===== src/rtl/add_sub_arbiter.sv =====
// add_sub_arbiter: round-robin front end for one shared signed CLA adder/subtractor.
// Grants one requester at a time, latches its operands, computes in one cycle
// and holds the registered response until the consumer takes it.
module add_sub_arbiter #(
  parameter int DATA_WIDTH = 16,
  parameter int NUM_REQ    = 4,
  parameter int ID_W       = 2
) (
  input  logic                          clk,
  input  logic                          rst,
  input  logic [NUM_REQ-1:0]            req_valid,
  output logic [NUM_REQ-1:0]            req_ready,
  input  logic [NUM_REQ-1:0]            req_op,
  input  logic [NUM_REQ*DATA_WIDTH-1:0] req_a,
  input  logic [NUM_REQ*DATA_WIDTH-1:0] req_b,
  output logic                          rsp_valid,
  input  logic                          rsp_ready,
  output logic [ID_W-1:0]               rsp_id,
  output logic [DATA_WIDTH-1:0]         rsp_result,
  output logic                          rsp_overflow,
  output logic                          busy
);

  localparam int NSLICE = DATA_WIDTH / 4;

  typedef enum logic [1:0] {IDLE, CALC, RESP} state_t;

  state_t                state_q, state_d;
  logic [ID_W-1:0]       rr_ptr_q, rr_ptr_d;
  logic [DATA_WIDTH-1:0] a_q, a_d, b_q, b_d;
  logic                  op_q, op_d;
  logic [ID_W-1:0]       id_q, id_d;
  logic                  rsp_valid_q, rsp_valid_d;
  logic [ID_W-1:0]       rsp_id_q, rsp_id_d;
  logic [DATA_WIDTH-1:0] rsp_result_q, rsp_result_d;
  logic                  rsp_ovf_q, rsp_ovf_d;

  // Unpacked views of the operand buses so only the granted slice is ever selected
  logic [DATA_WIDTH-1:0] req_a_arr [NUM_REQ];
  logic [DATA_WIDTH-1:0] req_b_arr [NUM_REQ];

  genvar gi;
  generate
    for (gi = 0; gi < NUM_REQ; gi++) begin : g_unpack
      assign req_a_arr[gi] = req_a[gi*DATA_WIDTH +: DATA_WIDTH];
      assign req_b_arr[gi] = req_b[gi*DATA_WIDTH +: DATA_WIDTH];
    end
  endgenerate

  // Round-robin search: first valid requester after the last one granted
  logic            grant_found;
  logic [ID_W-1:0] grant_id;
  logic [ID_W-1:0] idx;
  always_comb begin
    grant_found = 1'b0;
    grant_id    = '0;
    idx         = '0;
    for (int i = 1; i <= NUM_REQ; i++) begin
      idx = ID_W'((int'(rr_ptr_q) + i) % NUM_REQ);
      if (!grant_found && req_valid[idx]) begin
        grant_found = 1'b1;
        grant_id    = idx;
      end
    end
  end

  // One-hot ready, only while idle and out of reset
  generate
    for (gi = 0; gi < NUM_REQ; gi++) begin : g_ready
      assign req_ready[gi] = (state_q == IDLE) & ~rst & grant_found & (grant_id == ID_W'(gi));
    end
  endgenerate

  // Shared datapath: subtraction is a + ~b + 1, built from 4-bit look-ahead slices
  logic [DATA_WIDTH-1:0] beff, p, g, c, sum;
  logic [NSLICE:0]       sc;
  logic                  ovf;

  assign beff  = op_q ? ~b_q : b_q;
  assign p     = a_q ^ beff;
  assign g     = a_q & beff;
  assign sc[0] = op_q;

  generate
    for (gi = 0; gi < NSLICE; gi++) begin : g_cla
      logic [3:0] pp, gg, cc;
      assign pp    = p[gi*4 +: 4];
      assign gg    = g[gi*4 +: 4];
      assign cc[0] = sc[gi];
      assign cc[1] = gg[0] | (pp[0] & cc[0]);
      assign cc[2] = gg[1] | (pp[1] & gg[0]) | (pp[1] & pp[0] & cc[0]);
      assign cc[3] = gg[2] | (pp[2] & gg[1]) | (pp[2] & pp[1] & gg[0])
                   | (pp[2] & pp[1] & pp[0] & cc[0]);
      assign sc[gi+1] = gg[3] | (pp[3] & gg[2]) | (pp[3] & pp[2] & gg[1])
                      | (pp[3] & pp[2] & pp[1] & gg[0]) | ((&pp) & cc[0]);
      assign c[gi*4 +: 4] = cc;
    end
  endgenerate

  assign sum = p ^ c;
  // Carry into the MSB differing from carry out is the same condition as
  // "operands agree in sign but the sum does not".
  assign ovf = c[DATA_WIDTH-1] ^ sc[NSLICE];

  // Next-state and register-update logic for the IDLE/CALC/RESP sequence
  always_comb begin
    state_d      = state_q;
    rr_ptr_d     = rr_ptr_q;
    a_d          = a_q;
    b_d          = b_q;
    op_d         = op_q;
    id_d         = id_q;
    rsp_valid_d  = rsp_valid_q;
    rsp_id_d     = rsp_id_q;
    rsp_result_d = rsp_result_q;
    rsp_ovf_d    = rsp_ovf_q;
    case (state_q)
      IDLE: begin
        if (grant_found) begin
          a_d      = req_a_arr[grant_id];
          b_d      = req_b_arr[grant_id];
          op_d     = req_op[grant_id];
          id_d     = grant_id;
          rr_ptr_d = grant_id;
          state_d  = CALC;
        end
      end
      CALC: begin
        rsp_result_d = sum;
        rsp_ovf_d    = ovf;
        rsp_id_d     = id_q;
        rsp_valid_d  = 1'b1;
        state_d      = RESP;
      end
      RESP: begin
        if (rsp_ready) begin
          rsp_valid_d = 1'b0;
          state_d     = IDLE;
        end
      end
      default: state_d = IDLE;
    endcase
  end

  // State and datapath registers; reset discards any in-flight operation
  always_ff @(posedge clk or posedge rst) begin
    if (rst) begin
      state_q      <= IDLE;
      rr_ptr_q     <= ID_W'(NUM_REQ - 1);
      a_q          <= '0;
      b_q          <= '0;
      op_q         <= 1'b0;
      id_q         <= '0;
      rsp_valid_q  <= 1'b0;
      rsp_id_q     <= '0;
      rsp_result_q <= '0;
      rsp_ovf_q    <= 1'b0;
    end else begin
      state_q      <= state_d;
      rr_ptr_q     <= rr_ptr_d;
      a_q          <= a_d;
      b_q          <= b_d;
      op_q         <= op_d;
      id_q         <= id_d;
      rsp_valid_q  <= rsp_valid_d;
      rsp_id_q     <= rsp_id_d;
      rsp_result_q <= rsp_result_d;
      rsp_ovf_q    <= rsp_ovf_d;
    end
  end

  assign rsp_valid    = rsp_valid_q;
  assign rsp_id       = rsp_id_q;
  assign rsp_result   = rsp_result_q;
  assign rsp_overflow = rsp_ovf_q;
  assign busy         = (state_q != IDLE);

endmodule


===== config.mk =====
export PLATFORM = sky130hd
export DESIGN_NAME = add_sub_arbiter
export DESIGN_NICKNAME = d
export VERILOG_FILES = /design/src/rtl/add_sub_arbiter.sv
export SDC_FILE = /design/constraint.sdc
export NUM_CORES = 1
export LEC_CHECK = 0
export ABC_AREA = 1
export CAP_MARGIN = 15
export CORE_UTILIZATION = 43
export CTS_CLUSTER_DIAMETER = 200
export DETAILED_ROUTE_END_ITERATION = 10
export PLACE_DENSITY = 0.86
export SLEW_MARGIN = 20
export SYNTH_ARGS = -nofsm -noshare
export SYNTH_HDL_FRONTEND = slang
export SYNTH_SLANG_ARGS = --single-unit

===== constraint.sdc =====
create_clock -name clk -period 4.2 [get_ports clk]
set_input_delay 0.84 -clock clk [delete_from_list [all_inputs] [get_ports clk]]
set_output_delay 0.84 -clock clk [all_outputs]
set_load 0.02 [all_outputs]

==> impl_metrics.tcl <==
set metrics [dict create \
    vias_per_cell 4.93 \
    cts_resized 0 \
    fin_skew_ns 0.0113 \
    slew_violations 0 \
    p_comb_frac 0.742 \
    post-route-util 0.627 \
    synthCells 737 \
    clock_latency_ns 0.34 \
    antenna_found_initial 0 \
    wl_mm 12.8 \
    p_per_area_nw_per_um2 985 \
    arrival_ns 2.95 \
    critPathSlowestCell "clkdlybuf4s50_1" \
    tightestPinTransition_ns 0.807 \
    hp-class "register to register" \
    clock_path_buffers 2 \
    cts_setup_buffers 0 \
    dieArea_um2 11200 \
    wl_per_cell_um 12.5 \
    coreArea_um2 10400 \
    path_cells "clkdlybuf4s50_1, inv_1, nand2_1, nand2_1, nand2_1, o21ai_0, nand3_2, nand2_1, inv_2, nand2_1, nor3_1, clkdlybuf4s50_1" \
    finalPower_mw 6.41 \
    yosysUniqueCellTypes 34 \
    period_minus_slack_ns 3.79 \
    critPathRequiredTime_ns 3.36 \
    fin_setup_tns_ns 0 \
    grt_pass1_vias 4680 \
    setup_viol 0 \
    timing.fmax_mhz 264 \
    p_int_mw 2.90 \
    startpoint_type "input port" \
    max_cap_viol_count 0 \
    gp_congestion 0.880 \
    drc 0 \
    ioPinCount 164 \
    critical_path.most_common_cell "nand2_1" \
    drt_iter0_markers 258 \
    leakage_nw 3.42 \
    swShare 0.547 \
    die_h_um 106 \
    post-place-cells 1006 \
    start_util 0.446 \
    cts_made_buffers 9 \
    synth_area_um2 4620 \
    cts_tree "yes" \
    cts_hold_buf 0 \
    critPathCaptureType "primary output" \
    pwr-share-clk 0.091 \
    fin_crit_sh 0.902 \
    rows 37 \
    ys_warn_count 0 \
    grt_max_degree 68 \
    synth_fp_nets 895 \
    vias 5035 \
    crit_path_max_fanout 4 \
    peakVddDrop_mv 0.795 \
    slowest_delay_ns 0.64 \
    portBuffers 163 \
    grt_setup_unrepaired "false" \
    h-tree-depth 3 \
    grt.total_usage 0.238 \
    register_area_um2 1480 \
    yosysSeqAreaShare 0.320 \
    setup_slack_ns 0.413 \
    r2r_setup_slack_ns 1.35 \
    multiInputGateArea_um2 2800 \
    fillCellCount 928 \
    path_clk_slew_ns 0.06 \
    final_antenna_net_count 0 \
    overflow 0 \
    p_sw_mw 3.51 \
    first_pass_iters 5 \
    place_ws_ns 0.431 \
    nNetsFinal 1039 \
    cts.sinks 59 \
    syn2layout_area_growth_pct 40.7 \
    finalHoldViolations 0 \
    avgSynthCellArea_um2 6.27 \
    drive_above_1_share 0.0519 \
    antenna_cells 0 \
    clockRootBuffer "clkbuf_8" \
    die_width_um 106 \
    crit_type "input port to primary output" \
    grt_pass1_wl_mm 21.5 \
    status "completed" \
    relSlewSlack 0.461 \
    synth_seq_cells 59 \
    dp_hpwl_mm 9.42 \
    instances_no_fill 1022 \
    pwr-share-seq 0.167 \
]
## cell type report
cell class / count / area share
well taps: 136 / 0.0262
clock inverters: 6 / 0.0137
clock buffers: 10 / 0.0212
inverters: 34 / 0.0200
multi-input cells: 605 / 0.430
repair buffers: 172 / 0.261
flip-flops and latches: 59 / 0.227
## logic make-up (layout without fill, tap and decap cells)
| logic type | Yosys count | in the layout | share of synthesized area |
|---|---|---|---|
| AND/OR/NAND/NOR | 527 | 527 | 0.462 |
| buffers and inverters | 73 | 222 | 0.0747 |
| flip-flops | 59 | 59 | 0.320 |
| AO/OA/AOI/OAI | 35 | 35 | 0.0406 |
| XOR/XNOR | 23 | 23 | 0.0436 |
| adder cells (fa/ha/maj) | 19 | 19 | 0.0563 |
| multiplexers | 1 | 1 | 0.00217 |
## power groups by stage
stage	sequential (mW)	clock, mW	combinational (mW)
2_1_floorplan	1.13	0	3.54
3_3_place_gp	1.07	0	4.66
3_5_place_dp	1.08	0	4.73
4_1_cts	1.07	0.589	4.78
5_1_grt	1.10	0.620	5.46
6_report	1.07	0.581	4.76
## final timing paths
path / startpoint / end / cells past startpoint
max: req_valid[2] / req_ready[3] / 12
min: rsp_result[10] / rsp_result[10] / 2
max reg2reg: op_q / rsp_result[12] / 13
min reg2reg: rsp_result[10] / rsp_result[10] / 2
max in group asynchronous: rst / state_q[0] / 3
min in group asynchronous: rst / rsp_valid / 3
## registers in the layout, indices dropped and copies added, names as in the netlist
name	count
a_q	16
b_q	16
id_q	2
op_q	1
rr_ptr_q	2
rsp_id	2
rsp_overflow	1
rsp_result	16
rsp_valid	1
state_q	2
## worst max-delay path, delay by kind of cell
family                 cells  cell delay [ns]
AND/OR/NAND/NOR            7             0.77
AO/OA/AOI/OAI              1             0.11
buffers and inverters      4             1.22
## cells in the final DEF (no fill, tap or decap), drive strengths merged, types with 2 or more instances in the layout
master and instances:
inv 34, dfstp 2, dfrtp 57, buf 9, clkinvlp 2, clkdlybuf4s50 163
nor2 17, ha 16, fa 3, nand3 79, nor3 9, clkbuf 10
bufinv 2, nand2 420, xnor2 3, a21oi 5, xor2 20, o21ai 25
clkinv 2
## synth_stat cells
library cell,instances,area (um2)
a21oi_1,5,25.0
inv_4,1,6.26
xor2_1,20,175
nand3b_1,1,7.51
nor2_4,2,22.5
nand2_2,6,37.5
dfstp_2,2,52.6
o21ai_1,4,20.0
nand2_1,414,1550
ha_1,16,200
or2_2,1,6.26
o221ai_1,1,8.76
fa_1,3,60.1
mux2i_1,1,10.0
nor2_1,14,52.6
inv_1,28,105
nand3_1,78,390
buf_2,19,95.1
a21o_1,1,7.51
buf_1,3,11.3
a31oi_1,1,6.26
xnor2_1,3,26.3
o21bai_1,1,7.51
buf_6,5,56.3
nor3_2,1,10.0
o211ai_1,1,7.51
inv_2,5,18.8
o21ai_0,21,105
nand3_2,1,10.0
clkbuf_1,10,37.5
nor2_2,1,6.26
dfrtp_1,57,1430
buf_4,2,15.0
nor3_1,8,40.0
## stage by stage
stage               cell area [um2]  hold slack, ns
floorplan                      4620           0.455
global placement               6270           0.466
detailed placement             6270           0.471
CTS                            6500           0.488
global route                   6500           0.514
finish                         6500           0.481
## layer usage
layer / up-vias / routed length, um / track usage
li1: 2596 / - / -
met1: 2245 / 5820 / 0.330
met2: 170 / 5880 / 0.373
met3: 24 / 780 / 0.0433
met4: 0 / 279 / 0.0794
met5: - / 0 / 0
Power figures use the tool's default switching activity.
